--- config.mk ---
export PLATFORM = sky130hd
export DESIGN_NAME = mem_bus_arbiter
export DESIGN_NICKNAME = d
export VERILOG_FILES = /design/src/rtl/mem_bus_arbiter.sv
export SDC_FILE = /design/constraint.sdc
export NUM_CORES = 1
export LEC_CHECK = 0
export BUFFER_PORTS_ARGS = -buffer_cell sky130_fd_sc_hd__buf_2
export CAP_MARGIN = 20
export CORE_AREA = 2 2 85 87
export CTS_BUF_LIST = sky130_fd_sc_hd__clkbuf_4 sky130_fd_sc_hd__clkbuf_8
export DETAILED_ROUTE_END_ITERATION = 7
export DIE_AREA = 0 0 87 89
export GPL_TIMING_DRIVEN = 0
export HOLD_SLACK_MARGIN = 0.1
export PLACE_DENSITY = 0.88
export RECOVER_POWER = 50
export SLEW_MARGIN = 30
export SYNTH_ARGS = -nofsm -noshare
export SYNTH_HDL_FRONTEND = slang
export SYNTH_SLANG_ARGS = --single-unit
export TNS_END_PERCENT = 20
--- constraint.sdc ---
create_clock -name i_clk -period 1.7 [get_ports i_clk]
set_clock_uncertainty 0.05 [all_clocks]
set_input_delay 0.425 -clock i_clk [delete_from_list [all_inputs] [get_ports i_clk]]
set_output_delay 0.425 -clock i_clk [all_outputs]
set_load 0.01 [all_outputs]
--- src/rtl/mem_bus_arbiter.sv ---
// Two-requester (CPU / external) arbiter for the single memory port with a fixed-length, wait-stated cycle.
// Optional round-robin tie-breaking is enabled by defining MEM_ARB_RR_EN; otherwise the CPU has fixed priority.
module mem_bus_arbiter #(
  parameter int ADDR_W      = 16,
  parameter int DATA_W      = 16,
  parameter int WAIT_CYCLES = 2
) (
  input  logic              i_clk,
  input  logic              i_rst,
  input  logic              i_cpu_req,
  input  logic              i_cpu_we,
  input  logic [ADDR_W-1:0] i_cpu_addr,
  input  logic [DATA_W-1:0] i_cpu_wdata,
  output logic [DATA_W-1:0] o_cpu_rdata,
  output logic              o_cpu_ack,
  input  logic              i_ext_req,
  input  logic              i_ext_we,
  input  logic [ADDR_W-1:0] i_ext_addr,
  input  logic [DATA_W-1:0] i_ext_wdata,
  output logic [DATA_W-1:0] o_ext_rdata,
  output logic              o_ext_ack,
  output logic [ADDR_W-1:0] o_mem_addr,
  output logic [DATA_W-1:0] o_mem_wdata,
  output logic              o_mem_rd,
  output logic              o_mem_wr,
  input  logic [DATA_W-1:0] i_mem_rdata,
  output logic              o_busy,
  output logic              o_owner
);

  typedef enum logic [1:0] {IDLE, ACCESS, DONE} state_t;

  localparam logic [3:0] CNT_LOAD = 4'(WAIT_CYCLES - 1);

  state_t            state, state_nxt;
  logic [3:0]        cnt;
  logic              we_q;
  logic              owner_q;
  logic [ADDR_W-1:0] addr_q;
  logic [DATA_W-1:0] wdata_q;
  logic [DATA_W-1:0] cpu_rdata_q;
  logic [DATA_W-1:0] ext_rdata_q;
  logic              grant;
  logic              grant_ext;

  assign grant = (state == IDLE) && (i_cpu_req || i_ext_req);

`ifdef MEM_ARB_RR_EN
  // last_ext remembers who was granted last; resetting it to 1 hands the first tie to the CPU.
  logic last_ext;

  assign grant_ext = i_ext_req && (!i_cpu_req || !last_ext);

  always_ff @(posedge i_clk) begin
    if (i_rst)      last_ext <= 1'b1;
    else if (grant) last_ext <= grant_ext;
  end
`else
  assign grant_ext = i_ext_req && !i_cpu_req;
`endif

  // NOTE: sequential state uses non-blocking assignments so every register samples pre-edge values.
  always_ff @(posedge i_clk) begin
    if (i_rst) state <= IDLE;
    else       state <= state_nxt;
  end

  // NOTE: next state gets a default before the case so no path leaves it unassigned (no latch).
  always_comb begin
    state_nxt = state;
    case (state)
      IDLE:    if (grant) state_nxt = ACCESS;
      ACCESS:  if (cnt == 4'd0) state_nxt = DONE;
      DONE:    state_nxt = IDLE;
      default: state_nxt = IDLE;
    endcase
  end

  always_ff @(posedge i_clk) begin
    if (i_rst) begin
      cnt         <= 4'd0;
      we_q        <= 1'b0;
      owner_q     <= 1'b0;
      addr_q      <= '0;
      wdata_q     <= '0;
      cpu_rdata_q <= '0;
      ext_rdata_q <= '0;
    end else begin
      case (state)
        IDLE: begin
          if (grant) begin
            owner_q <= grant_ext;
            we_q    <= grant_ext ? i_ext_we    : i_cpu_we;
            addr_q  <= grant_ext ? i_ext_addr  : i_cpu_addr;
            wdata_q <= grant_ext ? i_ext_wdata : i_cpu_wdata;
            cnt     <= CNT_LOAD;
          end
        end
        ACCESS: begin
          if (cnt == 4'd0) begin
            // Read data is only valid in the final strobe cycle.
            if (!we_q) begin
              if (owner_q) ext_rdata_q <= i_mem_rdata;
              else         cpu_rdata_q <= i_mem_rdata;
            end
          end else begin
            cnt <= cnt - 4'd1;
          end
        end
        default: ;
      endcase
    end
  end

  assign o_mem_addr  = addr_q;
  assign o_mem_wdata = wdata_q;
  assign o_mem_rd    = (state == ACCESS) && !we_q;
  assign o_mem_wr    = (state == ACCESS) &&  we_q;
  assign o_cpu_ack   = (state == DONE)   && !owner_q;
  assign o_ext_ack   = (state == DONE)   &&  owner_q;
  assign o_cpu_rdata = cpu_rdata_q;
  assign o_ext_rdata = ext_rdata_q;
  assign o_busy      = (state != IDLE);
  assign o_owner     = owner_q;

endmodule

==> metrics.txt <==
final setup fails 0; Non-Filler Instances 554; largest net degree at the start of global routing 14; Switching Fraction 28.54%; Clock Path Buffers 2; initial antenna violation count 0; crit path DAT 1220 ps; Routed Antenna Nets 0; TritonCTS clock tree yes; GRT overflow 0; most numerous cell in the Yosys netlist dfxtp_1; global route hottest layer met2; Port Buffer Count 155; buffer and inverter count on the worst path 2; Avg Cell Area, Syn 10.56 sq um; main area contributors after synthesis dfxtp_1 45%, o2bb2ai_2 14%, mux2i_1 10%; pre-CTS WS -394.7 ps; final period utilization 99.99%; Clock Latency Late Sink 350 ps; Die H 89 um; drt via density 5.475; synth cell count leaders 72 x dfxtp_1, 35 x a21oi_1, 34 x o21ai_0; Yosys top cell area share 45.04%; Slew @ Worst Pin 650.5 ps; Setup Crit Path Kind reg -> out; GR Util met1 24.44%; routed length per instance 15.78 um; RSZ-0062 raised after global routing yes; Post-Synthesis Net Count 390; Core Util, Final 65.29%; r2r setup slk 40 ps; Initial Utilization 47.64%; hold path cells 3; Area growth syn-to-layout 37.06%; Seq cells post-synth 72; Crit. End Element primary output; Synth area leader dfxtp_1; Highest Clock Rate 0.5883 GHz; worst hold slack 285.7 ps; maximum vdd drop 0.7338 mV; core area 6719 sq um; startpoint class of the critical path register; asr flop ratio synth 0%; crit path cell chain or2_1 > buf_6 > buf_2; reg2reg end o_mem_addr[13]$_SDFFE_PP0P_; GR Util met2 40.11%; combinational power share 21.8%; Fin. Hold Viols 0; Final Power 4.579 mW; DP Cell Count 538; Hold Crit Class in -> reg; Hold Startpoint i_cpu_addr[3]; sequential-to-total area share from yosys stat 45.04%; Area after DPL 4076 sq um; share of layout cells above drive strength 1 38.61%; Core Rows 30; Die X 87 um; Worst Hold End o_mem_addr[3]$_SDFFE_PP0P_; outcome completed; final worst slack 0.1045 ps; FF-to-FF path depth 6; CP top delay family flip-flops; Post-synth EDFFs 0; initial detailed-routing violation count 105; Clk pwr share 36.1%; Internal Power 3.272 mW; first-pass GRT wire length 13,570 um; post-synthesis instance total 303; max-cap check violation count 0; synthesized area 3201 sq um; Pins Over Slew Limit 0; ANT cells 0; worst r2r src state[0]$_SDFFE_PP0P_; cell leakage power 1.740 nW; Max-slew headroom 56.63%; TritonRoute pass-1 iters 4; CP max FO 9; synth warn 0; IO Count 156; Sequential Power Share 42.1%; M3 GR Usage 5.817%; CP max-delay cell dfxtp_4; clock period minus worst slack 1700 ps; post-cts hold buffer count 0; design area 4387 sq um; GRT Resource Usage Total 22.30%; clk slew on worst S/H paths 90 ps; power density over cell area 1044 nW/um^2; vias in the first global route 2,932; setup TNS 0 ps; DP Wirelength 6589 um; via count 3,033; DR DRC count 0; total die area 7743 sq um; GP Congestion 0.8729; worst path required time 1220 ps; root buf cell clkbuf_8; Synth Flop Type dfxtp_1; H-Tree Depth 3; clk sinks 72; CTS Buf Count 9; slowest cell delay on critical path 380 ps; Unique masters post-synth 38; drt total wl 8741 um; Nets 556; Net Switching 1.307 mW
-- repair_timing --
action | in CTS | in global routing
cloned | 0 | 1
gates resized for setup | 21 | 54
endpoints found under the setup margin | 65 | 68
setup buffers | 2 | 0
-- metal layers --
metal / share of wire [%] / routed length [um]
met1: 39 / 3390
met2: 50 / 4336
met3: 9.4 / 823
met4: 2.2 / 191
met5: 0 / 0
-- layout make-up --
type,instances,area [sq um]
repair buffers,157,726.9
well taps,80,100.1
plain buffers,27,212.7
flip-flops and latches,72,1451
fillers,550,2332
clock buffers,10,131.4
inverters,3,11.26
multi-input cells,199,1637
clock inverters,6,116.4
-- flip-flops by register name (all words and copies together) (netlist names) --
register     cells
o_owner          1
o_mem_wdata     16
o_mem_addr      16
state            2
o_cpu_rdata     16
cnt              4
we_q             1
o_ext_rdata     16
-- power by group through the flow --
stage / logic (mW) / registers, mW / clock network (mW)
2_1_floorplan: 0.516 / 2.00 / 0
3_3_place_gp: 0.906 / 1.95 / 0
3_5_place_dp: 0.933 / 1.96 / 0
4_1_cts: 0.980 / 1.92 / 1.68
5_1_grt: 1.08 / 1.95 / 1.75
6_report: 0.998 / 1.93 / 1.65
-- cells by family (layout without fill, tap and decap cells) --
kind of cell | Yosys count | after routing | share of synthesized area (%)
flops | 72 | 72 | 45.04
buf+inv | 33 | 203 | 6.099
mux | 33 | 33 | 10.32
simple gates | 55 | 56 | 10.75
fa+ha+maj | 1 | 1 | 0.3909
compound gates | 109 | 109 | 27.40
-- worst reg2reg max path, cell delays in order, from the launching register on --
cell and delay [ps]:
dfxtp_4 380, or2_1 220, buf_6 140, or3_4 360
buf_6 150, buf_12 150, o2bb2ai_2 140
-- worst max-delay path by stage --
stage                                      from                         end  slack, ps  depth (start not counted)
after detailed placement              i_ext_req  o_mem_addr[2]$_SDFFE_PP0P_       -390                          6
final                     state[0]$_SDFFE_PP0P_                      o_busy        0.1                          3
after global routing      state[1]$_SDFFE_PP0P_                    o_mem_rd        -70                          3
after floorplan                       i_ext_req  o_mem_addr[0]$_SDFFE_PP0P_         60                          5
after CTS                 state[0]$_SDFFE_PP0P_  o_mem_addr[1]$_SDFFE_PP0P_        -30                          6
after global placement                i_ext_req  o_mem_addr[0]$_SDFFE_PP0P_       -340                          6
-- layout by cell type, fill, tap and decap left out, drive strengths merged, types with 2 or more instances in the layout --
master	synthesis	layout
clkinv	0	2
o2bb2ai	33	33
a21oi	35	35
mux2i	33	33
nor2	2	2
dfxtp	72	72
clkbuf	19	83
nor2b	2	2
buf	11	111
inv	3	4
nand2b	2	2
bufinv	0	3
or3	3	3
nand3	32	32
o21ai	34	34
nor3b	2	3
o221ai	2	2
Power figures use the tool's default switching activity.
